`src/rtl/stream_pkg.sv`:
```
// Shared types for the valid/ready stream pipeline: slice modes, skid slice
// states and the width of the occupancy counter.
package stream_pkg;

    typedef enum logic [1:0] {
        PASS = 2'd0,
        FWD  = 2'd1,
        SKID = 2'd2
    } mode_t;

    typedef enum logic [1:0] {
        EMPTY = 2'd0,
        BUSY  = 2'd1,
        FULL  = 2'd2
    } slice_state_t;

    // The counter has to reach 2*stages, the capacity of a chain of skid slices.
    function automatic int count_width(input int stages);
        return $clog2(2 * stages + 1);
    endfunction

endpackage

```
`src/rtl/stream_if.sv`:
```
// Valid/ready stream bundle shared by every producer/consumer pair in the
// design; the master drives valid/data and the slave answers with ready.
interface stream_if #(
    parameter int WIDTH = 32
);
    logic             valid;
    logic [WIDTH-1:0] data;
    logic             ready;

    modport master (output valid, output data, input ready);
    modport slave  (input valid, input data, output ready);
endinterface

```
`src/rtl/handshake_slice.sv`:
```
// One register slice of the stream pipeline: a forward slice (registered
// valid/data) or a two-entry skid slice (valid/data and ready all registered).
module handshake_slice
    import stream_pkg::*;
#(
    parameter int WIDTH = 32,
    parameter int MODE  = 2
) (
    input  logic  clk,
    input  logic  rst,
    input  logic  flush,
    stream_if.slave  up,
    stream_if.master dn
);

    localparam mode_t SLICE_MODE = mode_t'(MODE);

    logic up_fire;

    assign up_fire = up.valid && up.ready;

    generate
        if (SLICE_MODE == SKID) begin : g_skid
            slice_state_t     state_q;
            slice_state_t     state_d;
            logic [WIDTH-1:0] main_q;
            logic [WIDTH-1:0] skid_q;
            logic             ready_q;
            logic             dn_fire;
            logic             load_main_up;
            logic             load_main_skid;
            logic             load_skid;

            assign dn_fire  = dn.valid && dn.ready;
            assign dn.valid = (state_q != EMPTY);
            assign dn.data  = main_q;
            assign up.ready = ready_q;

            always_comb begin
                state_d        = state_q;
                load_main_up   = 1'b0;
                load_main_skid = 1'b0;
                load_skid      = 1'b0;
                case (state_q)
                    EMPTY: begin
                        if (up_fire) begin
                            state_d      = BUSY;
                            load_main_up = 1'b1;
                        end
                    end
                    BUSY: begin
                        if (up_fire && dn_fire) begin
                            load_main_up = 1'b1;
                        end else if (up_fire) begin
                            load_skid = 1'b1;
                            state_d   = FULL;
                        end else if (dn_fire) begin
                            state_d = EMPTY;
                        end
                    end
                    FULL: begin
                        if (dn_fire) begin
                            load_main_skid = 1'b1;
                            state_d        = BUSY;
                        end
                    end
                    default: begin
                        state_d = EMPTY;
                    end
                endcase
            end

            // ready is computed from the next state so it comes straight out of
            // a flop and never depends on this cycle's downstream ready.
            always_ff @(posedge clk) begin
                if (rst || flush) begin
                    state_q <= EMPTY;
                    ready_q <= 1'b1;
                    main_q  <= '0;
                    skid_q  <= '0;
                end else begin
                    state_q <= state_d;
                    ready_q <= (state_d != FULL);
                    if (load_main_up) begin
                        main_q <= up.data;
                    end else if (load_main_skid) begin
                        main_q <= skid_q;
                    end
                    if (load_skid) begin
                        skid_q <= up.data;
                    end
                end
            end
        end else begin : g_fwd
            logic             valid_q;
            logic [WIDTH-1:0] data_q;

            assign dn.valid = valid_q;
            assign dn.data  = data_q;
            assign up.ready = !valid_q || dn.ready;

            always_ff @(posedge clk) begin
                if (rst || flush) begin
                    valid_q <= 1'b0;
                    data_q  <= '0;
                end else if (up_fire) begin
                    valid_q <= 1'b1;
                    data_q  <= up.data;
                end else if (dn.ready) begin
                    valid_q <= 1'b0;
                end
            end
        end
    endgenerate

endmodule

```
`src/rtl/handshake_pipe.sv`:
```
// Parametrised valid/ready pipeline: STAGES chained slices between an upstream
// and a downstream stream port, with synchronous flush and an occupancy count.
module handshake_pipe
    import stream_pkg::*;
#(
    parameter int WIDTH  = 32,
    parameter int STAGES = 2,
    parameter int MODE   = 2
) (
    input  logic                            clk,
    input  logic                            rst,
    input  logic                            flush,
    stream_if.slave                         up,
    stream_if.master                        dn,
    output logic [count_width(STAGES)-1:0]  count
);

    localparam int    CW        = count_width(STAGES);
    localparam mode_t PIPE_MODE = mode_t'(MODE);

    generate
        if (PIPE_MODE == PASS) begin : g_pass
            assign dn.valid = up.valid;
            assign dn.data  = up.data;
            assign up.ready = dn.ready;
            assign count    = '0;
        end else begin : g_pipe
            stream_if #(.WIDTH(WIDTH)) link [0:STAGES] ();

            logic [CW-1:0] count_q;
            logic          up_fire;
            logic          dn_fire;

            assign link[0].valid      = up.valid;
            assign link[0].data       = up.data;
            assign up.ready           = link[0].ready;
            assign dn.valid           = link[STAGES].valid;
            assign dn.data            = link[STAGES].data;
            assign link[STAGES].ready = dn.ready;

            for (genvar i = 0; i < STAGES; i++) begin : g_slice
                handshake_slice #(
                    .WIDTH (WIDTH),
                    .MODE  (MODE)
                ) u_slice (
                    .clk   (clk),
                    .rst   (rst),
                    .flush (flush),
                    .up    (link[i]),
                    .dn    (link[i+1])
                );
            end

            assign up_fire = up.valid && up.ready;
            assign dn_fire = dn.valid && dn.ready;
            assign count   = count_q;

            // Occupancy follows the boundary transfers only; beats moving
            // between internal slices do not change it.
            always_ff @(posedge clk) begin
                if (rst || flush) begin
                    count_q <= '0;
                end else if (up_fire && !dn_fire) begin
                    count_q <= count_q + CW'(1);
                end else if (!up_fire && dn_fire) begin
                    count_q <= count_q - CW'(1);
                end
            end
        end
    endgenerate

endmodule
```
`src/flat_wrapper.sv`:
```
// flat-port wrapper written by rule: the top's interface ports become plain ports
module handshake_pipe_flat import stream_pkg::*;
#(
    parameter int WIDTH  = 32,
    parameter int STAGES = 2,
    parameter int MODE   = 2
)
  (clk, rst, flush, count, up_valid, up_data, up_ready, dn_valid, dn_data, dn_ready);
  stream_if #(.WIDTH(WIDTH)) up_i ();
  stream_if #(.WIDTH(WIDTH)) dn_i ();
  input  logic clk;
  input  logic rst;
  input  logic flush;
  output logic [count_width(STAGES)-1:0] count;
  input wire logic [$bits(up_i.valid)-1:0] up_valid;
  input wire logic [$bits(up_i.data)-1:0] up_data;
  output wire logic [$bits(up_i.ready)-1:0] up_ready;
  output wire logic [$bits(dn_i.valid)-1:0] dn_valid;
  output wire logic [$bits(dn_i.data)-1:0] dn_data;
  input wire logic [$bits(dn_i.ready)-1:0] dn_ready;
  assign up_i.valid = up_valid;
  assign up_i.data = up_data;
  assign up_ready = up_i.ready;
  assign dn_valid = dn_i.valid;
  assign dn_data = dn_i.data;
  assign dn_i.ready = dn_ready;
  handshake_pipe #(.WIDTH(WIDTH), .STAGES(STAGES), .MODE(MODE)) u_core (.clk(clk), .rst(rst), .flush(flush), .up(up_i), .dn(dn_i), .count(count));
endmodule
```
`config.mk`:
```
export PLATFORM = sky130hd
export DESIGN_NAME = handshake_pipe_flat
export DESIGN_NICKNAME = d
export VERILOG_FILES = /design/src/rtl/stream_pkg.sv /design/src/rtl/stream_if.sv /design/src/rtl/handshake_slice.sv /design/src/rtl/handshake_pipe.sv /design/src/flat_wrapper.sv
export SDC_FILE = /design/constraint.sdc
export NUM_CORES = 1
export LEC_CHECK = 0
export ABC_AREA = 1
export BUFFER_PORTS_ARGS = -buffer_cell sky130_fd_sc_hd__buf_4
export CORE_UTILIZATION = 47
export DETAILED_ROUTE_END_ITERATION = 12
export PLACE_DENSITY = 0.69
export SYNTH_ARGS = -nofsm -noshare
export SYNTH_HDL_FRONTEND = slang
export SYNTH_SLANG_ARGS = --single-unit
```
`constraint.sdc`:
```
create_clock -name clk -period 3.55 [get_ports clk]
set_input_delay 1.065 -clock clk [delete_from_list [all_inputs] [get_ports clk]]
set_output_delay 1.065 -clock clk [all_outputs]
set_load 0.02 [all_outputs]
```
==> impl_metrics.toml <==
[timing]
fin_crit_ps = 2365
hold_violations = 0
finClkSkew_ps = 6.047
worst_pin_slew_ps = 1120
tns_ps = 0
setup_viol_count_final = 0
rsz0062_at_grt = "no"
timing.slew.headroom_pct = 25.17
slew_viol_final = 0
clock.fmax_mhz = 422.8
fin_crit_sh_pct = 66.62

[drt]
wl_per_cell_um = 13.97
dr_total_vias = 5501
antenna_left = 0
drc = 0
wl_um = 14870
drt_iter0_markers = 570
firstDrtPassIters = 5
avgViaCountPerCell = 5.170

[global_routing]
groute.usage.overall_pct = 24.05
grt_max_degree = 66
antenna_found_initial = 0
gr-total-overflow = 0
grt_first_pass_wirelength_um = 24830
grt_pass1_vias = 5071

[place]
port_buffers = 73
dpl.cell_count = 1032
gp_congestion = 0.8175
dpl.hpwl_um = 9393

[logic_synthesis]
synth_top_cell_by_area = "dfxtp_1"
synth-main-ff-cell = "dfxtp_1"
yosys_warnings = 0
yosysSeqAreaShare_pct = 45.70
synth.area.top_cells = "dfxtp_1 46%, nand3_1 13%, nor2_1 8.6%"
async_reset_ff_share_pct = 0
ys_seq_elements = 137
syn-num-nets = 882
netlist.area_leader.share_pct = 45.70
syn_avg_cell_area_um2 = 7.118
syn_area_um2 = 6001
yosys-top-cells-count = "161 x nand3_1, 137 x dfxtp_1, 137 x nor2_1, 112 x nand2_1, 70 x a21oi_1"
synth_edf_count = 0
synthCells = 843
yosysMostFrequentCell = "nand3_1"
ys_types = 26

[setup_path]
critPathRequiredTime_ps = 3900
worstSetupPathType = "reg -> reg"
start_kind = "flop"
worst-path-max-fanout = 35
rrSetupSlack_ps = 1180
end_kind = "flop"
critPathArrivalTime_ps = 2720
r2r_cells = 6

[die]
die_y_um = 115.0
core_area_um2 = 12210
num_rows = 40
die_x_um = 115.0
initial_utilization_pct = 49.14
dieArea_um2 = 13220
top_level_ports = 74

[power]
ir_drop_v = 0.0003062
netSwitchingPower_uw = 776.0
power_frac_comb_pct = 6.0
sequentialPowerShare_pct = 44.8
pwr-share-clk_pct = 49.2
switching_share_pct = 22.02
p_leak_nw = 2.839
p_int_mw = 2.748
powerDensity_nw_per_um2 = 492.3

[clock_network]
clk_path_buf_depth = 2
cts_buffers = 17
insertion_delay_ps = 420
postCtsHoldBufs = 0
cts-htree-levels = 4
cts_setup_buffers = 0
clockRootBuffer = "clkbuf_16"
cts_tree = "done"
path_clk_slew_ps = 50
clock-sinks = 137
cts-resized-gates = 0

[finish]
area_growth_pct = 19.31
post-route-util_pct = 58.63
layout.nets = 922
final_cells = 1064
drive_gt1_share_pct = 14.51
antenna_cells = 0

[worst_hold_path]
hp-class = "reg -> reg"

[outcome]
status = "finished clean"

[flow_run]
max_cap_violations = 0
## worst max-delay path, stage by stage (launching register included)
cell and delay, ps:
dfxtp_1 540, nor2_4 90, nor2_8 430, nand3b_4 420, inv_2 590, nor2_1 90
nor2_1 120
## routing by layer
layer | wire length, um | vias up | share of wire [%] | track usage [%]
met5 | 0 | - | 0 | 0
met4 | 319 | 0 | 2.1 | 11.52
met3 | 722 | 25 | 4.9 | 4.481
met2 | 6742 | 160 | 45 | 37.43
met1 | 7083 | 2483 | 48 | 32.25
li1 | - | 2833 | - | -
## layout by cell type, fill, tap and decap left out, types with 3 or more instances in the layout
master	instances
buf_4	86
inv_1	45
clkinv_2	5
a21oi_1	70
dfxtp_1	137
nor2_4	3
clkbuf_8	4
and2_0	30
clkbuf_16	17
clkbuf_1	3
nor2_1	134
o21ai_0	67
nand3_1	161
nand2_1	112
inv_2	4
## how the worst min path moves through the flow
stage | cells after the start | endpoint | slack [ps] | startpoint
after floorplan | 2 | flop | 450 | flop
after global placement | 2 | flop | 460 | flop
after detailed placement | 2 | flop | 470 | flop
after CTS | 2 | u_core.g_pipe.g_slice[1].u_slice.dn.data[3] | 480 | u_core.g_pipe.g_slice[1].u_slice.dn.data[3]
after global routing | 2 | u_core.g_pipe.g_slice[1].u_slice.dn.data[1] | 490 | u_core.g_pipe.g_slice[1].u_slice.dn.data[1]
final | 2 | flop | 480 | flop
## stage by stage
stage | cell area (um^2) | hold slack, ps | worst slack [ps] | power [mW]
finish | 7159 | 478.1 | 1185 | 3.524
CTS | 7159 | 484.3 | 1184 | 3.549
global route | 7159 | 493.8 | 956.2 | 3.649
detailed placement | 6575 | 472.2 | 923.9 | 1.824
floorplan | 6001 | 454.1 | 1251 | 1.736
global placement | 6575 | 462.0 | 968.9 | 1.819
## sequential cells by signal, indices dropped and copies added (netlist names)
| register | cells |
|---|---|
| u_core.count | 3 |
| u_core.g_pipe.g_slice.u_slice.g_skid.state_q | 4 |
| u_core.g_pipe.g_slice.u_slice.g_skid.skid_q | 64 |
| u_core.g_pipe.g_slice.u_slice.up.ready | 2 |
| u_core.g_pipe.g_slice.u_slice.dn.data | 64 |
## cells by family (layout without fill, tap and decap cells)
kind of cell / after synthesis / count (layout) / synth area share [%]
compound gates: 139 / 139 / 11.70
flops: 137 / 137 / 45.70
buf+inv: 114 / 167 / 7.965
simple gates: 450 / 450 / 33.94
xor+xnor: 1 / 1 / 0.1460
fa+ha+maj: 2 / 2 / 0.5421
## layout make-up
| type | count | area (um^2) |
|---|---|---|
| timing repair buffer | 86 | 645.6 |
| clock inverter | 8 | 92.59 |
| fill | 1156 | 5052 |
| inverter | 49 | 183.9 |
| tap | 168 | 210.2 |
| multi-input combinational | 592 | 2793 |
| clock buffer | 24 | 491.7 |
| sequential | 137 | 2743 |
## power by group through the flow
stage,clock [mW],sequential [mW],combinational [mW]
2_1_floorplan,0,1.62,0.119
6_report,1.73,1.58,0.212
5_1_grt,1.83,1.58,0.236
3_5_place_dp,0,1.61,0.212
4_1_cts,1.76,1.58,0.213
3_3_place_gp,0,1.61,0.208
(Power assumes the default switching activity.)
